`config.mk`:
```
export PLATFORM = sky130hd
export DESIGN_NAME = grid_row_loader_flat
export DESIGN_NICKNAME = d
export VERILOG_FILES = /design/src/rtl/grid_row_loader_if.sv /design/src/rtl/grid_row_loader.sv /design/src/flat_wrapper.sv
export SDC_FILE = /design/constraint.sdc
export NUM_CORES = 1
export LEC_CHECK = 0
export CAP_MARGIN = 20
export CORE_AREA = 2 2 118 120
export CTS_BUF_LIST = sky130_fd_sc_hd__clkbuf_4 sky130_fd_sc_hd__clkbuf_8
export DETAILED_ROUTE_END_ITERATION = 16
export DIE_AREA = 0 0 120 122
export PLACE_DENSITY = 0.63
export SYNTH_ARGS = -nofsm -noshare
export SYNTH_HDL_FRONTEND = slang
export SYNTH_SLANG_ARGS = --single-unit
```
`constraint.sdc`:
```
create_clock -name clk -period 3.23 [get_ports clk]
set_clock_uncertainty 0.1 [all_clocks]
set_input_delay 0.323 -clock clk [delete_from_list [all_inputs] [get_ports clk]]
set_output_delay 0.323 -clock clk [all_outputs]
set_load 0.005 [all_outputs]
```
`src/rtl/grid_row_loader_if.sv`:
```
// Byte-stream input and row-memory write port shared by the grid row loader
// and whatever feeds it and consumes its writes.
interface grid_row_loader_if #(
  parameter int ROW_WIDTH = 34,
  parameter int NUM_ROWS  = 4
);
  logic                        in_valid;
  logic                        in_ready;
  logic [7:0]                  in_data;
  logic                        in_last;
  logic                        we;
  logic [$clog2(NUM_ROWS)-1:0] w_addr;
  logic [ROW_WIDTH-1:0]        w_data;

  modport master (
    output in_valid, in_data, in_last,
    input  in_ready, we, w_addr, w_data
  );

  modport slave (
    input  in_valid, in_data, in_last,
    output in_ready, we, w_addr, w_data
  );
endinterface

```
`src/rtl/grid_row_loader.sv`:
```
// Packs an ASCII '@'/'.' grid, one text line per row, into zero-padded row
// bitmaps and writes them to the row memory; reports grid size and errors.
//
// state   | meaning
// S_IDLE  | waiting for the first start
// S_LOAD  | accepting bytes into row_buf
// S_WRITE | one-cycle row write (we high), input stalled
// S_DONE  | stream finished cleanly, load_done held
// S_ERR   | malformed input, err/err_code held, no further writes
module grid_row_loader #(
  parameter int ROW_WIDTH = 34,
  parameter int NUM_ROWS  = 4
) (
  input  logic                            clk,
  input  logic                            rst,
  input  logic                            start,
  grid_row_loader_if.slave                bus,
  output logic                            load_done,
  output logic                            err,
  output logic [2:0]                      err_code,
  output logic [$clog2(NUM_ROWS+1)-1:0]   rows,
  output logic [$clog2(ROW_WIDTH)-1:0]    cols
);

  localparam int COLS = ROW_WIDTH - 2;
  localparam int AW   = $clog2(NUM_ROWS);
  localparam int RW   = $clog2(NUM_ROWS + 1);
  localparam int CW   = $clog2(ROW_WIDTH);
  localparam logic [ROW_WIDTH-1:0] PAD_MASK = {1'b0, {COLS{1'b1}}, 1'b0};

  typedef enum logic [2:0] {S_IDLE, S_LOAD, S_WRITE, S_DONE, S_ERR} state_t;

  state_t               state, state_next;
  logic [CW-1:0]        col, col_next, bit_idx;
  logic [ROW_WIDTH-1:0] row_buf, buf_next;
  logic                 fin;
  logic                 arm, accept, wr_req, done_set, err_set;
  logic [2:0]           err_code_next;
  logic                 pix, nl, bad, flush;

  assign bus.in_ready = (state == S_LOAD);
  assign accept       = bus.in_valid && (state == S_LOAD);
  assign bit_idx      = col + CW'(1);

  always_ff @(posedge clk) begin
    if (rst) state <= S_IDLE;
    else     state <= state_next;
  end

  always_comb begin
    state_next    = state;
    arm           = 1'b0;
    wr_req        = 1'b0;
    done_set      = 1'b0;
    err_set       = 1'b0;
    err_code_next = 3'd0;
    buf_next      = row_buf;
    col_next      = col;
    pix           = 1'b0;
    nl            = 1'b0;
    bad           = 1'b0;
    flush         = 1'b0;
    case (state)
      S_IDLE, S_DONE, S_ERR: begin
        if (start) begin
          arm        = 1'b1;
          state_next = S_LOAD;
        end
      end
      S_LOAD: begin
        if (bus.in_valid) begin
          case (bus.in_data)
            8'h40, 8'h2E: pix = 1'b1;
            8'h0D:        ;
            8'h0A:        nl  = 1'b1;
            default:      bad = 1'b1;
          endcase
          if (bad) begin
            err_set       = 1'b1;
            err_code_next = 3'd1;
          end else if (pix && col == CW'(COLS)) begin
            err_set       = 1'b1;
            err_code_next = 3'd2;
          end else begin
            if (pix) begin
              buf_next[bit_idx] = (bus.in_data == 8'h40);
              col_next          = bit_idx;
            end
            // A last byte flushes a pending row even without a newline.
            flush = (nl || bus.in_last) && (col_next != '0);
            if (flush) begin
              if (rows == RW'(NUM_ROWS)) begin
                err_set       = 1'b1;
                err_code_next = 3'd4;
              end else if (rows != '0 && col_next != cols) begin
                err_set       = 1'b1;
                err_code_next = 3'd3;
              end else begin
                wr_req     = 1'b1;
                state_next = S_WRITE;
              end
            end else if (bus.in_last) begin
              done_set   = 1'b1;
              state_next = S_DONE;
            end
          end
          if (err_set) state_next = S_ERR;
        end
      end
      S_WRITE: begin
        done_set   = fin;
        state_next = fin ? S_DONE : S_LOAD;
      end
      default: state_next = S_IDLE;
    endcase
  end

  always_ff @(posedge clk) begin
    if (rst) begin
      bus.we     <= 1'b0;
      bus.w_addr <= '0;
      bus.w_data <= '0;
      load_done  <= 1'b0;
      err        <= 1'b0;
      err_code   <= 3'd0;
      rows       <= '0;
      cols       <= '0;
      col        <= '0;
      row_buf    <= '0;
      fin        <= 1'b0;
    end else begin
      bus.we <= wr_req;
      if (arm) begin
        load_done <= 1'b0;
        err       <= 1'b0;
        err_code  <= 3'd0;
        rows      <= '0;
        cols      <= '0;
        col       <= '0;
        row_buf   <= '0;
        fin       <= 1'b0;
      end
      // rows advances with the write so it already counts the row while we is high.
      if (wr_req) begin
        bus.w_addr <= rows[AW-1:0];
        bus.w_data <= buf_next & PAD_MASK;
        if (rows == '0) cols <= col_next;
        rows       <= rows + RW'(1);
        col        <= '0;
        row_buf    <= '0;
        fin        <= bus.in_last;
      end else if (accept) begin
        col     <= col_next;
        row_buf <= buf_next;
      end
      if (err_set) begin
        err      <= 1'b1;
        err_code <= err_code_next;
      end
      if (done_set) load_done <= 1'b1;
    end
  end

endmodule

```
`src/flat_wrapper.sv`:
```
// flat-port wrapper written by rule: the top's interface ports become plain ports
module grid_row_loader_flat 
#(
  parameter int ROW_WIDTH = 34,
  parameter int NUM_ROWS  = 4
)
  (clk, rst, start, load_done, err, err_code, rows, cols, bus_in_valid, bus_in_data, bus_in_last, bus_in_ready, bus_we, bus_w_addr, bus_w_data);
  grid_row_loader_if #(.ROW_WIDTH(ROW_WIDTH), .NUM_ROWS(NUM_ROWS)) bus_i ();
  input  logic clk;
  input  logic rst;
  input  logic start;
  output logic load_done;
  output logic err;
  output logic [2:0] err_code;
  output logic [$clog2(NUM_ROWS+1)-1:0] rows;
  output logic [$clog2(ROW_WIDTH)-1:0] cols;
  input wire logic [$bits(bus_i.in_valid)-1:0] bus_in_valid;
  input wire logic [$bits(bus_i.in_data)-1:0] bus_in_data;
  input wire logic [$bits(bus_i.in_last)-1:0] bus_in_last;
  output wire logic [$bits(bus_i.in_ready)-1:0] bus_in_ready;
  output wire logic [$bits(bus_i.we)-1:0] bus_we;
  output wire logic [$bits(bus_i.w_addr)-1:0] bus_w_addr;
  output wire logic [$bits(bus_i.w_data)-1:0] bus_w_data;
  assign bus_i.in_valid = bus_in_valid;
  assign bus_i.in_data = bus_in_data;
  assign bus_i.in_last = bus_in_last;
  assign bus_in_ready = bus_i.in_ready;
  assign bus_we = bus_i.we;
  assign bus_w_addr = bus_i.w_addr;
  assign bus_w_data = bus_i.w_data;
  grid_row_loader #(.ROW_WIDTH(ROW_WIDTH), .NUM_ROWS(NUM_ROWS)) u_core (.clk(clk), .rst(rst), .start(start), .bus(bus_i), .load_done(load_done), .err(err), .err_code(err_code), .rows(rows), .cols(cols));
endmodule
```
# Word-level counts from Yosys, hierarchy flattened
# Cells that the tools add are included.
# W data, S select, Z words.
[classes]
add_sub_neg = 2
n_lt_le_gt_ge = 2
eq_ne = 23
muxes = 82
n_reduce_logical = 20
[op_table]
columns = ["cell", "n"]
rows = [
  ["$mux W34", 7],
  ["$mux W6", 14],
  ["$mux W3", 18],
  ["$mux W1", 37],
  ["$bwmux W34", 1],
  ["$eq A8 B4 Y1 const B", 2],
  ["$ne A2 B2 Y1 const B", 7],
  ["$pmux W3 S3", 1],
  ["$eq A8 B6 Y1 const B", 1],
  ["$eq A8 B7 Y1 const B", 1],
  ["$ne A4 B4 Y1 const B", 2],
  ["$reduce_bool A2 Y1", 4],
  ["$lt A6 B7 Y1 const B", 1],
  ["$reduce_and A7 Y1", 1],
  ["$add A6 B1 Y6 const B", 1],
  ["$demux W1 S6", 1],
  ["$eq A3 B2 Y1 const B", 2],
  ["$eq A3 B3 Y1 const B", 2],
  ["$eq A6 B6 Y1 const B", 1],
  ["$ge A6 B1 Y1 const B", 1],
  ["$logic_not A3 Y1", 2],
  ["$ne A3 B3 Y1 const B", 2],
  ["$ne A6 B6 Y1", 1],
  ["$reduce_and A6 Y1", 1],
  ["12 further kinds", 18],
]
[totals]
register_bits = 93
in_bits = 13
output_inout_bits = 52
wordCells = 142

# Depth between registers and ports, before layout
[logic_depth]
ltp_word = 22
depth_mapped = 14
depth_no_buf = 9

# Least setup slack after synthesis
# OpenSTA, ideal clock, no wires.
[synth_timing]
path_type = "register to register"
start = "register u_core.col[0]"
end = "register u_core.bus.w_data[10]"
setup_time_ps = 121
t_arrival_ps = 2998
required_time_ps = 3009
slack_ps = 11
path_stages_with_launch = 13
n_path_buf = 4
period_less_slack_ps = 3219
path_cell_list = "dfxtp_1 -> buf_2 -> inv_1 -> clkbuf_1 -> ha_1 -> buf_1 -> nand2b_1 -> or4b_1 -> a32oi_2 -> nor3_1 -> nand2_1 -> buf_2 -> mux2_2"
[synth_via]
elab_chain_cells = 15
elab_cells_between_ends = 30
cone_classes = "1 x add/sub; 2 x order compare; 2 x eq/ne; 20 x mux; 5 x reduce/logical"
[synth_lines]
columns = ["item", "line_no", "source"]
rows = [
  ["start: declaration", "grid_row_loader.sv:34", "logic [CW-1:0] col, col_next, bit_idx;"],
  ["start signal: assignment", "grid_row_loader.sv:153", "col <= col_next;"],
  ["$add A6 B1 Y6", "grid_row_loader.sv:43", "assign bit_idx = col + CW'(1);"],
  ["$mux W6", "grid_row_loader.sv:85", "if (pix) begin"],
  ["$mux W6", "grid_row_loader.sv:81", "end else if (pix && col == CW'(COLS)) begin"],
  ["$mux W6", "grid_row_loader.sv:78", "if (bad) begin"],
  ["$mux W6", "grid_row_loader.sv:71", "if (bus.in_valid) begin"],
  ["$mux W6", "grid_row_loader.sv:63", "case (state)"],
  ["$ne A6 B6 Y1", "grid_row_loader.sv:95", "end else if (rows != '0 && col_next != cols) begin"],
  ["$logic_and A1 B1 Y1", "grid_row_loader.sv:95", ""],
  ["$mux W1", "grid_row_loader.sv:95", ""],
  ["$mux W1", "grid_row_loader.sv:92", "if (rows == RW'(NUM_ROWS)) begin"],
  ["$mux W1", "grid_row_loader.sv:91", "if (flush) begin"],
  ["$mux W1", "grid_row_loader.sv:81", ""],
  ["$mux W1", "grid_row_loader.sv:78", ""],
  ["$mux W1", "grid_row_loader.sv:71", ""],
  ["$mux W1", "grid_row_loader.sv:63", ""],
  ["end signal: assignment", "grid_row_loader.sv:146", "bus.w_data <= buf_next & PAD_MASK;"],
  ["end: declaration", "grid_row_loader_if.sv:22", "output in_ready, we, w_addr, w_data"],
]
# Parallel ways exist; a longest one is shown, timed or not. The select of a mux whose other input is x is not followed.
# A chain may end at the register's enable or synchronous reset.

# Final worst setup path
[layout_timing]
start = "register u_core.col[1]"
end = "register u_core.bus.w_data[27]"
# Same word-level chain as after synthesis.

==> summary.txt <==
Timing
  – Final Critical Period: a little over 3 ns
  – Fin Setup TNS: 0 ns
  – Unrepaired setup endpoints after global routing: no
  – Final Setup Violations: 0
  – Slew Viols, Final: 0
  – Final hold vios: 0
  – Final Cycle Share: between 90% and 100%
  – Fmax: about 330 MHz
  – Hold slack: 0.365 ns
  – Worst-Margin Slew: 0.829 ns
  – Slew HR: about 45%

Clock network
  – Postcts setup bufs: 0
  – Clk root buf: clkbuf_8
  – Worst-path clk slew: 0.11 ns
  – Clk sink count: 91
  – CTS tree: done
  – Clock buffer depth: 2
  – H-tree depth: 3
  – Num CTS Buffers: 9
  – Worst skew pair latency: 0.37 ns
  – Cts hold-fix bufs: 0
  – Post-cts resize count: 0

Cells and area
  – Most common cell after layout, fill and taps aside: dfxtp_1
  – Register area: 1820 sq um
  – Fillers: 1276
  – NumNets Final: 725
  – Commonest cells after routing, fill and taps aside: dfxtp_1, nor2_1, clkdlybuf4s50_1
  – Area growth syn-to-layout: 26.6%
  – Ant diodes: 0
  – Multi-input gate area: around 2900 sq um
  – Share of layout cells above drive strength 1: 15.7%

Global route
  – Gr ovfl total: 0
  – Largest net degree at the start of global routing: 40
  – Initial antenna violation count: 0
  – Vias in the first global route: 4688
  – GRT Total Usage: ~20%
  – First-pass GRT wire length: around 24000 microns

Critical path
  – Crit path capture type: register
  – Data required time of the worst path: 3.40 ns
  – Crit path cell chain: ha_1 > buf_4 > xnor2_1 > nand2_1 > or4_1 > nor3_1 > mux2i_1 > nor2_1 > mux2_2
  – CP startpoint kind: register
  – Critical path arrival: roughly 3.2 ns
  – Bufs and invs on worst path: 1
  – CP Max Fanout: 6
  – Highest-delay cell along the critical path: or4_1
  – Top delay family on crit path: simple AND/OR/NAND/NOR gates
  – Worst path max stage delay: 0.49 ns
  – CP Class: reg2reg

Yosys
  – Yosys cell types: 67
  – Post-Syn Instances: 631
  – Yosys warnings: 0
  – EDFF count, synth: 0
  – Register area share after synthesis: 35.9%
  – Synth async-reset ratio: 0%
  – Synthesized area: 5080 sq um
  – Avg Cell Area, Syn: roughly 8.1 sq um
  – Top_reg_cell synth: dfxtp_1
  – #FFs+latches synth: ~90

Hold path
  – HP Class: reg2reg

Power and ir drop
  – Pwr dens: 340 nW/um^2
  – Maximum VDD drop: 0.000187 V
  – Leakage: 2.23 nW
  – Tot Pwr: 2.18 mW

Die
  – Die X-Extent: 120 microns
  – # IOs: 65
  – Die ar.: 14600 sq um
  – Starting Density: 37.6%
  – Core area: 13500 sq um
  – Row count: 43
  – Die Span Y: 122 microns

Route
  – Routed len/inst: 16.4 microns
  – Final WL: 14600 microns
  – First-pass detailed-route iteration total: 5
  – Post-route DRC: 0
  – Vias per inst: 5.44
  – DR vias: 4856
  – Routed Antenna Nets: 0
  – Starting DRT DRC Count: 338

Run
  – Total of max-cap violations: 0

Placement
  – GP Congestion: 0.879
  – Dpl hpwl: 10600 microns
  – # port buffers: 62

Status
  – Outcome: completed
## flip-flops by register name, summed over array words and instances, names as in the netlist, 2 cells and up
name               count
u_core.state           3
u_core.col             6
u_core.row_buf        32
u_core.err_code        3
u_core.bus.w_addr      2
u_core.rows            3
u_core.cols            6
u_core.bus.w_data     32
## layout make-up
type                       count  share of cell area, %
multi-input combinational    462                   45.8
clock inverter                 6                   1.48
clock buffer                  10                   2.14
inverter                      24                   1.40
sequential                    91                   28.3
timing repair buffer         120                   17.3
tap                          180                   3.50
## tightest hold or removal path: stages (launching register included)
cell	delay [ns]
dfxtp_1	0.32
inv_1	0.05
a211oi_1	0.06
## path summary, 6_finish.rpt
check                             start                     to  slack (ns)  cells after the start
setup reg to reg          u_core.col[1]  u_core.bus.w_data[27]        0.19                      9
hold reg to reg   u_core.bus.w_data[17]  u_core.bus.w_data[17]        0.37                      2
setup / recovery          u_core.col[1]  u_core.bus.w_data[27]        0.19                      9
hold / removal    u_core.bus.w_data[17]  u_core.bus.w_data[17]        0.37                      2
## report_power, final
group          internal, mW  switching, mW  total (mW)
Clock                 0.465          0.448       0.914
Combinational        0.0506         0.0940       0.145
Sequential             1.12        0.00283        1.13
## routing by layer
| layer | vias up | GRT usage, % | wire length (microns) |
|---|---|---|---|
| met3 | 16 | 3.18 | 516 |
| met5 | - | 0 | 0 |
| met1 | 2319 | 26.3 | 6760 |
| met4 | 0 | 6.25 | 282 |
| li1 | 2405 | - | - |
| met2 | 116 | 33.7 | 7050 |
## cells in the mapped netlist, types with 2 or more instances
library cell	instances	share of area, %
ha_1	4	0.99
o21ai_0	10	0.99
nand4b_1	3	0.52
clkbuf_1	32	2.4
a31o_2	3	0.52
nand3_1	23	2.3
a31oi_1	21	2.6
o211ai_1	3	0.44
and2_1	4	0.49
a22oi_1	7	1.0
mux2_1	8	1.8
nor4_1	8	0.99
or4_1	8	1.2
mux2_2	24	5.3
a211o_1	3	0.52
a211oi_1	15	2.2
a21o_1	2	0.30
or3_1	7	0.86
a21oi_1	25	2.5
nor2b_1	19	2.3
o31ai_1	2	0.30
or4b_1	2	0.39
dfxtp_1	91	36
a41o_1	2	0.39
nor2_1	90	6.7
buf_1	5	0.37
inv_1	24	1.8
mux2i_1	19	3.7
xnor2_1	10	1.7
nand4_1	9	1.1
o2111ai_1	3	0.52
nand3b_1	2	0.30
a2111oi_0	2	0.34
nor3_1	45	4.4
nand2_1	34	2.5
xor2_1	9	1.6
buf_2	14	1.4
buf_4	3	0.44
a32oi_1	2	0.34
o211a_1	2	0.39
nand2b_1	6	0.74
## logic make-up after synthesis
logic type / synth area share [%]
simple gates: 26.5
compound gates: 16.0
fa+ha+maj: 0.985
buf+inv: 6.43
xor+xnor: 3.28
other cells: 0.0738
flops: 35.9
mux: 10.8
## per-stage QoR
stage / instances / setup WS, ns / utilization, % / cell area (sq um)
2_1_floorplan: 632 / 0.0114 / - / 5080
3_3_place_gp: 877 / -0.0792 / 45.8 / 6190
3_5_place_dp: 877 / -0.120 / 45.8 / 6190
4_1_cts: 893 / 0.173 / 47.6 / 6420
5_1_grt: 893 / 0.0175 / 47.6 / 6430
6_report: 893 / 0.188 / 47.6 / 6430
Power figures use the tool's default switching activity.
